**src/rtl/ring_sched_pkg.sv**
```systemverilog
// Shared types and helpers for the round-robin slot scheduler.
// Vectors are indexed [0:N-1]; helpers work on N_MAX-wide vectors so any N up to N_MAX fits.
package ring_sched_pkg;

  localparam int N_DEF        = 8;
  localparam int MAX_HOLD_DEF = 16;
  localparam int N_MAX        = 32;
  localparam int IDX_W        = $clog2(N_MAX);

  typedef enum logic {IDLE, BUSY} state_e;

  typedef struct packed {
    logic             vld;
    logic [IDX_W-1:0] idx;
  } pick_t;

  function automatic logic [0:N_MAX-1] onehot(input logic [IDX_W-1:0] idx);
    logic [0:N_MAX-1] v;
    v      = '0;
    v[idx] = 1'b1;
    return v;
  endfunction

  // First requester at or after the token position, wrapping at n.
  function automatic pick_t rr_pick(input logic [0:N_MAX-1] req,
                                    input logic [0:N_MAX-1] token,
                                    input int n);
    pick_t p;
    int    t;
    int    i;
    p = '0;
    t = 0;
    for (int k = N_MAX - 1; k >= 0; k--) begin
      if (k < n && token[IDX_W'(k)]) t = k;
    end
    for (int k = 0; k < N_MAX; k++) begin
      if (k < n) begin
        i = (t + k) % n;
        if (!p.vld && req[IDX_W'(i)]) begin
          p.vld = 1'b1;
          p.idx = IDX_W'(i);
        end
      end
    end
    return p;
  endfunction

endpackage

```
**src/rtl/ring_token.sv**
```systemverilog
// One-hot priority ring: init puts the token on bit 0, load overrides, advance rotates one place.
// Registered output, one cycle from load/advance to the new token.
module ring_token
  import ring_sched_pkg::*;
#(
  parameter int N = N_DEF
) (
  input  logic         clock,
  input  logic         init,
  input  logic         load,
  input  logic [0:N-1] load_val,
  input  logic         advance,
  output logic [0:N-1] token
);

  logic [0:N-1] token_q, token_d;

  always_comb begin
    token_d = token_q;
    if (load) begin
      token_d = load_val;
    end else if (advance) begin
      token_d = {token_q[N-1], token_q[0:N-2]};
    end
  end

  always_ff @(posedge clock) begin
    if (init) begin
      token_q <= {1'b1, {(N-1){1'b0}}};
    end else begin
      token_q <= token_d;
    end
  end

  assign token = token_q;

endmodule

```
**src/rtl/ring_slot_scheduler.sv**
```systemverilog
// Round-robin owner of one shared resource; grant appears one cycle after req and is held until done,
// request drop or MAX_HOLD cycles, with one idle cycle between owners.
module ring_slot_scheduler
  import ring_sched_pkg::*;
#(
  parameter int N        = N_DEF,
  parameter int MAX_HOLD = MAX_HOLD_DEF,
  parameter int ID_W     = $clog2(N)
) (
  input  logic            clock,
  input  logic            init,
  input  logic [0:N-1]    req,
  input  logic            done,
  output logic [0:N-1]    grant,
  output logic [ID_W-1:0] grant_id,
  output logic            busy,
  output logic [0:N-1]    token,
  output logic            timeout
);

  localparam int HC_W = $clog2(MAX_HOLD);

  state_e            state_q, state_d;
  logic [0:N-1]      grant_q, grant_d;
  logic [ID_W-1:0]   grant_id_q, grant_id_d;
  logic              busy_q, busy_d;
  logic              timeout_q, timeout_d;
  logic [HC_W-1:0]   hold_cnt_q, hold_cnt_d;

  logic              tok_load;
  logic [0:N-1]      tok_val;
  logic [0:N_MAX-1]  req_full, tok_full, win_full, nxt_full;
  pick_t             pick;
  logic              own_req, at_limit;

  always_comb begin
    req_full        = '0;
    req_full[0:N-1] = req;
    tok_full        = '0;
    tok_full[0:N-1] = token;
    pick            = rr_pick(req_full, tok_full, N);
    win_full        = onehot(pick.idx);
    nxt_full        = onehot(IDX_W'((int'(grant_id_q) + 1) % N));
    own_req         = req[grant_id_q];
    at_limit        = (hold_cnt_q == HC_W'(MAX_HOLD - 1));

    state_d    = state_q;
    grant_d    = grant_q;
    grant_id_d = grant_id_q;
    busy_d     = busy_q;
    timeout_d  = 1'b0;
    hold_cnt_d = hold_cnt_q;
    tok_load   = 1'b0;
    tok_val    = nxt_full[0:N-1];

    case (state_q)
      IDLE: begin
        if (pick.vld) begin
          state_d    = BUSY;
          grant_d    = win_full[0:N-1];
          grant_id_d = ID_W'(pick.idx);
          busy_d     = 1'b1;
          hold_cnt_d = '0;
        end
      end
      BUSY: begin
        if (done || !own_req || at_limit) begin
          state_d    = IDLE;
          grant_d    = '0;
          grant_id_d = '0;
          busy_d     = 1'b0;
          hold_cnt_d = '0;
          // A voluntary release on the limit edge is not reported as a timeout.
          timeout_d  = at_limit && !done && own_req;
          tok_load   = 1'b1;
        end else begin
          hold_cnt_d = hold_cnt_q + HC_W'(1);
        end
      end
      default: state_d = IDLE;
    endcase
  end

  always_ff @(posedge clock) begin
    if (init) begin
      state_q    <= IDLE;
      grant_q    <= '0;
      grant_id_q <= '0;
      busy_q     <= 1'b0;
      timeout_q  <= 1'b0;
      hold_cnt_q <= '0;
    end else begin
      state_q    <= state_d;
      grant_q    <= grant_d;
      grant_id_q <= grant_id_d;
      busy_q     <= busy_d;
      timeout_q  <= timeout_d;
      hold_cnt_q <= hold_cnt_d;
    end
  end

  ring_token #(.N(N)) u_ring_token (
    .clock    (clock),
    .init     (init),
    .load     (tok_load),
    .load_val (tok_val),
    .advance  (1'b0),
    .token    (token)
  );

  assign grant    = grant_q;
  assign grant_id = grant_id_q;
  assign busy     = busy_q;
  assign timeout  = timeout_q;

endmodule

```
**config.mk**
```make
export PLATFORM = sky130hd
export DESIGN_NAME = ring_slot_scheduler
export DESIGN_NICKNAME = d
export VERILOG_FILES = /design/src/rtl/ring_sched_pkg.sv /design/src/rtl/ring_token.sv /design/src/rtl/ring_slot_scheduler.sv
export SDC_FILE = /design/constraint.sdc
export NUM_CORES = 1
export LEC_CHECK = 0
export CORE_UTILIZATION = 56
export DETAILED_ROUTE_END_ITERATION = 12
export PLACE_DENSITY_LB_ADDON = 0.05
export SETUP_SLACK_MARGIN = 0.15
export SYNTH_ARGS = -nofsm -noshare
export SYNTH_HDL_FRONTEND = slang
export SYNTH_HIERARCHICAL = 1
export SYNTH_SLANG_ARGS = --single-unit
```
**constraint.sdc**
```tcl
create_clock -name clock -period 4 [get_ports clock]
set_input_delay 0.8 -clock clock [delete_from_list [all_inputs] [get_ports clock]]
set_output_delay 0.8 -clock clock [all_outputs]
set_load 0.02 [all_outputs]
```
==> results.cfg <==
[worst_setup_path]
crit_arrival_ps = 3880
worst_ep_required_time_ps = 4220
startpoint = u_ring_token/token[4]
critical_path_class = flip-flop to flip-flop
end_kind = flip-flop
worst_r2r_startpoint = u_ring_token/token[4]
slowest_stage = or4_1
crit_chain = or4_1, and3_1, xnor2_4, mux4_2, mux2i_1, nand4bb_4, nor4_4, o2111ai_2, a211oi_2, a22o_1
crit_path_start_kind = flip-flop
slowest_delay_ps = 580
crit_fanout = 8
r2r_setup_slack_ps = 340
r2r.worst_path.cells = 10
r2r_end = grant[4]

[place]
hpwl_um = 4670
dpl_worst_slack_ps = 265
gp_congestion = 0.942
io_buffers = 31

[sta]
skew_ps = 1.65
drv_slew = 0
layout_min_cycle_time_ps = 3660
setup_viol = 0
slew_headroom_pct = 57.9
final_hold_viol_count = 0
setup_slack_ps = 341
tightestPinTransition_ps = 629
rsz0062_at_grt = no
max_clock_freq_ghz = 0.273
tns_ps = 0
fin_crit_sh_pct = 91.5

[grt]
grt_max_degree = 19
overflow = 0
grt_util_met1_pct = 38.5
grtUsageTotal_pct = 29.2
gr-usage-met2_pct = 45.2
grt_pass1_vias = 1983
busiest_layer = met2
antenna_found_initial = 0
gr-usage-met3_pct = 6.50
grt_pass1_wl_um = 9940

[pwr]
cellPowerDensity_mw_per_mm2 = 638
intPower_mw = 1.03
p_leak_nw = 1.08
seqPwrFrac_pct = 20.4
p_sw_share_pct = 44.4
p_sw_uw = 823
pwr-share-clk_pct = 11.8
power_mw = 1.85
power_frac_comb_pct = 67.8
vdd_ir_drop_max_v = 0.000366

[synthesis]
syn_area_per_cell_um2 = 9.70
synthFlopType = dfxtp_1
syn_nets = 266
ys_types = 64
ys_async_sr_fraction_pct = 0
synth_edf_count = 0
synth_cells = 251
yosysSeqAreaShare_pct = 21.4
ys_warn_count = 6
synth_area_mm2 = 0.00243
synth_seq_cells = 26

[floorplanning]
pin_count = 32
floorplan.rows = 23
dieArea_mm2 = 0.00461
start_util_pct = 59.6
core-area_mm2 = 0.00409
die_h_um = 67.9
die_x_um = 67.9

[drt]
dr.first_iter.drc_count = 285
firstDrtPassIters = 4
detail_route.wl_per_cell_um = 18.6
dr_total_vias = 2157
antenna_left = 0
wirelength_um = 6180
drc = 0
vias_per_cell = 6.48

[hold_path]
min_path_cells = 2
hp-start = grant[6]
min_to = grant[6]
hp-class = flip-flop to flip-flop

[clock_tree]
clk_latency_ps = 270
hold_buffers = 0
path_clk_slew_ps = 90
cts_tree = done
htreeDepth = 1
numCtsBuffers = 3
clockRootBuffer = clkbuf_8
cts_resized = 0
post_cts_buffers = 0
clock_sinks = 26
cts.path.max_buffers = 2

[status]
status = finished clean

[finish]
antennaDiodeCount = 0
drive_above_1_share_pct = 21.6
regArea_um2 = 520
fillers = 343
multi_input_area_mm2 = 0.00183
area_growth_pct = 19.4
fin_nets = 299

[run]
maxCapViolCount = 0
## power by group through the flow
stage / logic, mW / registers (mW) / clock network [mW]
final: 1.26 / 0.378 / 0.218
after global routing: 1.35 / 0.389 / 0.234
after CTS: 1.24 / 0.379 / 0.223
after detailed placement: 1.24 / 0.385 / 0
after global placement: 1.23 / 0.383 / 0
after floorplan: 0.883 / 0.420 / 0
## per-layer routing
layer / up-vias / wire length (µm)
li1: 1027 / -
met1: 1029 / 2580
met2: 85 / 2880
met3: 16 / 539
met4: 0 / 178
met5: - / 0
## how the worst max path moves through the flow
stage	endpoint	depth (start not counted)
after floorplan	grant[0]	14
after global placement	grant[0]	8
after detailed placement	grant[4]	8
after CTS	grant[4]	13
after global routing	grant[5]	12
final	grant[4]	10
## critical path, delay by kind of cell (launching register included)
family / cells / cell delay, ps
xor+xnor: 1 / 340
simple gates: 4 / 1500
mux: 2 / 670
flops: 1 / 390
compound gates: 3 / 710
## kinds of logic after synthesis
family,count (synthesis),share of synthesized area [%]
buffers and inverters,21,3.86
AOI/OAI and AO/OA,63,19.9
muxes,45,29.3
adders and majority gates,4,2.06
xor gates and xnor gates,5,2.88
other,1,0.154
DFF,26,21.4
and+or+nand+nor,86,20.5
## stage by stage
| step | std cells | area, µm² | util [%] | hold WS (ps) |
|---|---|---|---|---|
| 5_1_grt | 333 | 2910 | 71.1 | 495 |
| 6_report | 333 | 2910 | 71.1 | 467 |
| 3_5_place_dp | 329 | 2830 | 69.1 | 449 |
| 4_1_cts | 333 | 2900 | 70.9 | 476 |
| 3_3_place_gp | 329 | 2830 | 69.1 | 440 |
| 2_1_floorplan | 251 | 2430 | - | 459 |
## placed cells by master, fill, tap and decap left out, drive strengths merged, types with 3 or more instances in the layout
master          n
ha              4
mux2            7
nand3           5
inv             6
dfxtp          26
nor2b           8
nand2          24
xnor2           4
nor2           20
o31ai           5
o21ai           8
clkdlybuf4s50  31
and3            3
mux2i          19
a211oi         11
and2            3
mux4           19
a21oi           9
buf            12
nor3            6
a22o            5
a22oi           4
nand2b          8
clkbuf          3
o21a            3
## cells in the mapped netlist, types with 4 or more instances
cell,instances,area [µm²]
nand2_1,24,90.1
nor2_1,18,67.6
mux2_2,6,67.6
nand3_1,4,20.0
a211oi_1,9,67.6
inv_1,4,15.0
clkbuf_1,8,30.0
ha_1,4,50.1
o31ai_1,5,37.5
a21oi_1,8,40.0
nor2b_1,8,50.1
dfxtp_1,26,521
nor3_1,6,30.0
a22oi_1,4,30.0
nand2b_1,8,50.1
mux4_2,19,428
mux2i_1,18,180
a22o_1,5,43.8
o21ai_0,5,25.0
## layout make-up
class | instances | area share (%)
Multi-Input combinational cell | 204 | 62.9
Sequential cell | 26 | 17.9
Timing Repair Buffer | 43 | 13.8
Tap cell | 50 | 2.15
Clock buffer | 3 | 1.42
Clock inverter | 1 | 1.03
Inverter | 6 | 0.775
## sequential cells by signal, indices dropped and copies added (netlist names)
signal / count
u_ring_token/token: 8
hold_cnt_q: 4
grant: 8
state_q: 1
busy: 1
timeout: 1
grant_id: 3
Note: power is estimated with default switching activity, not from simulation.
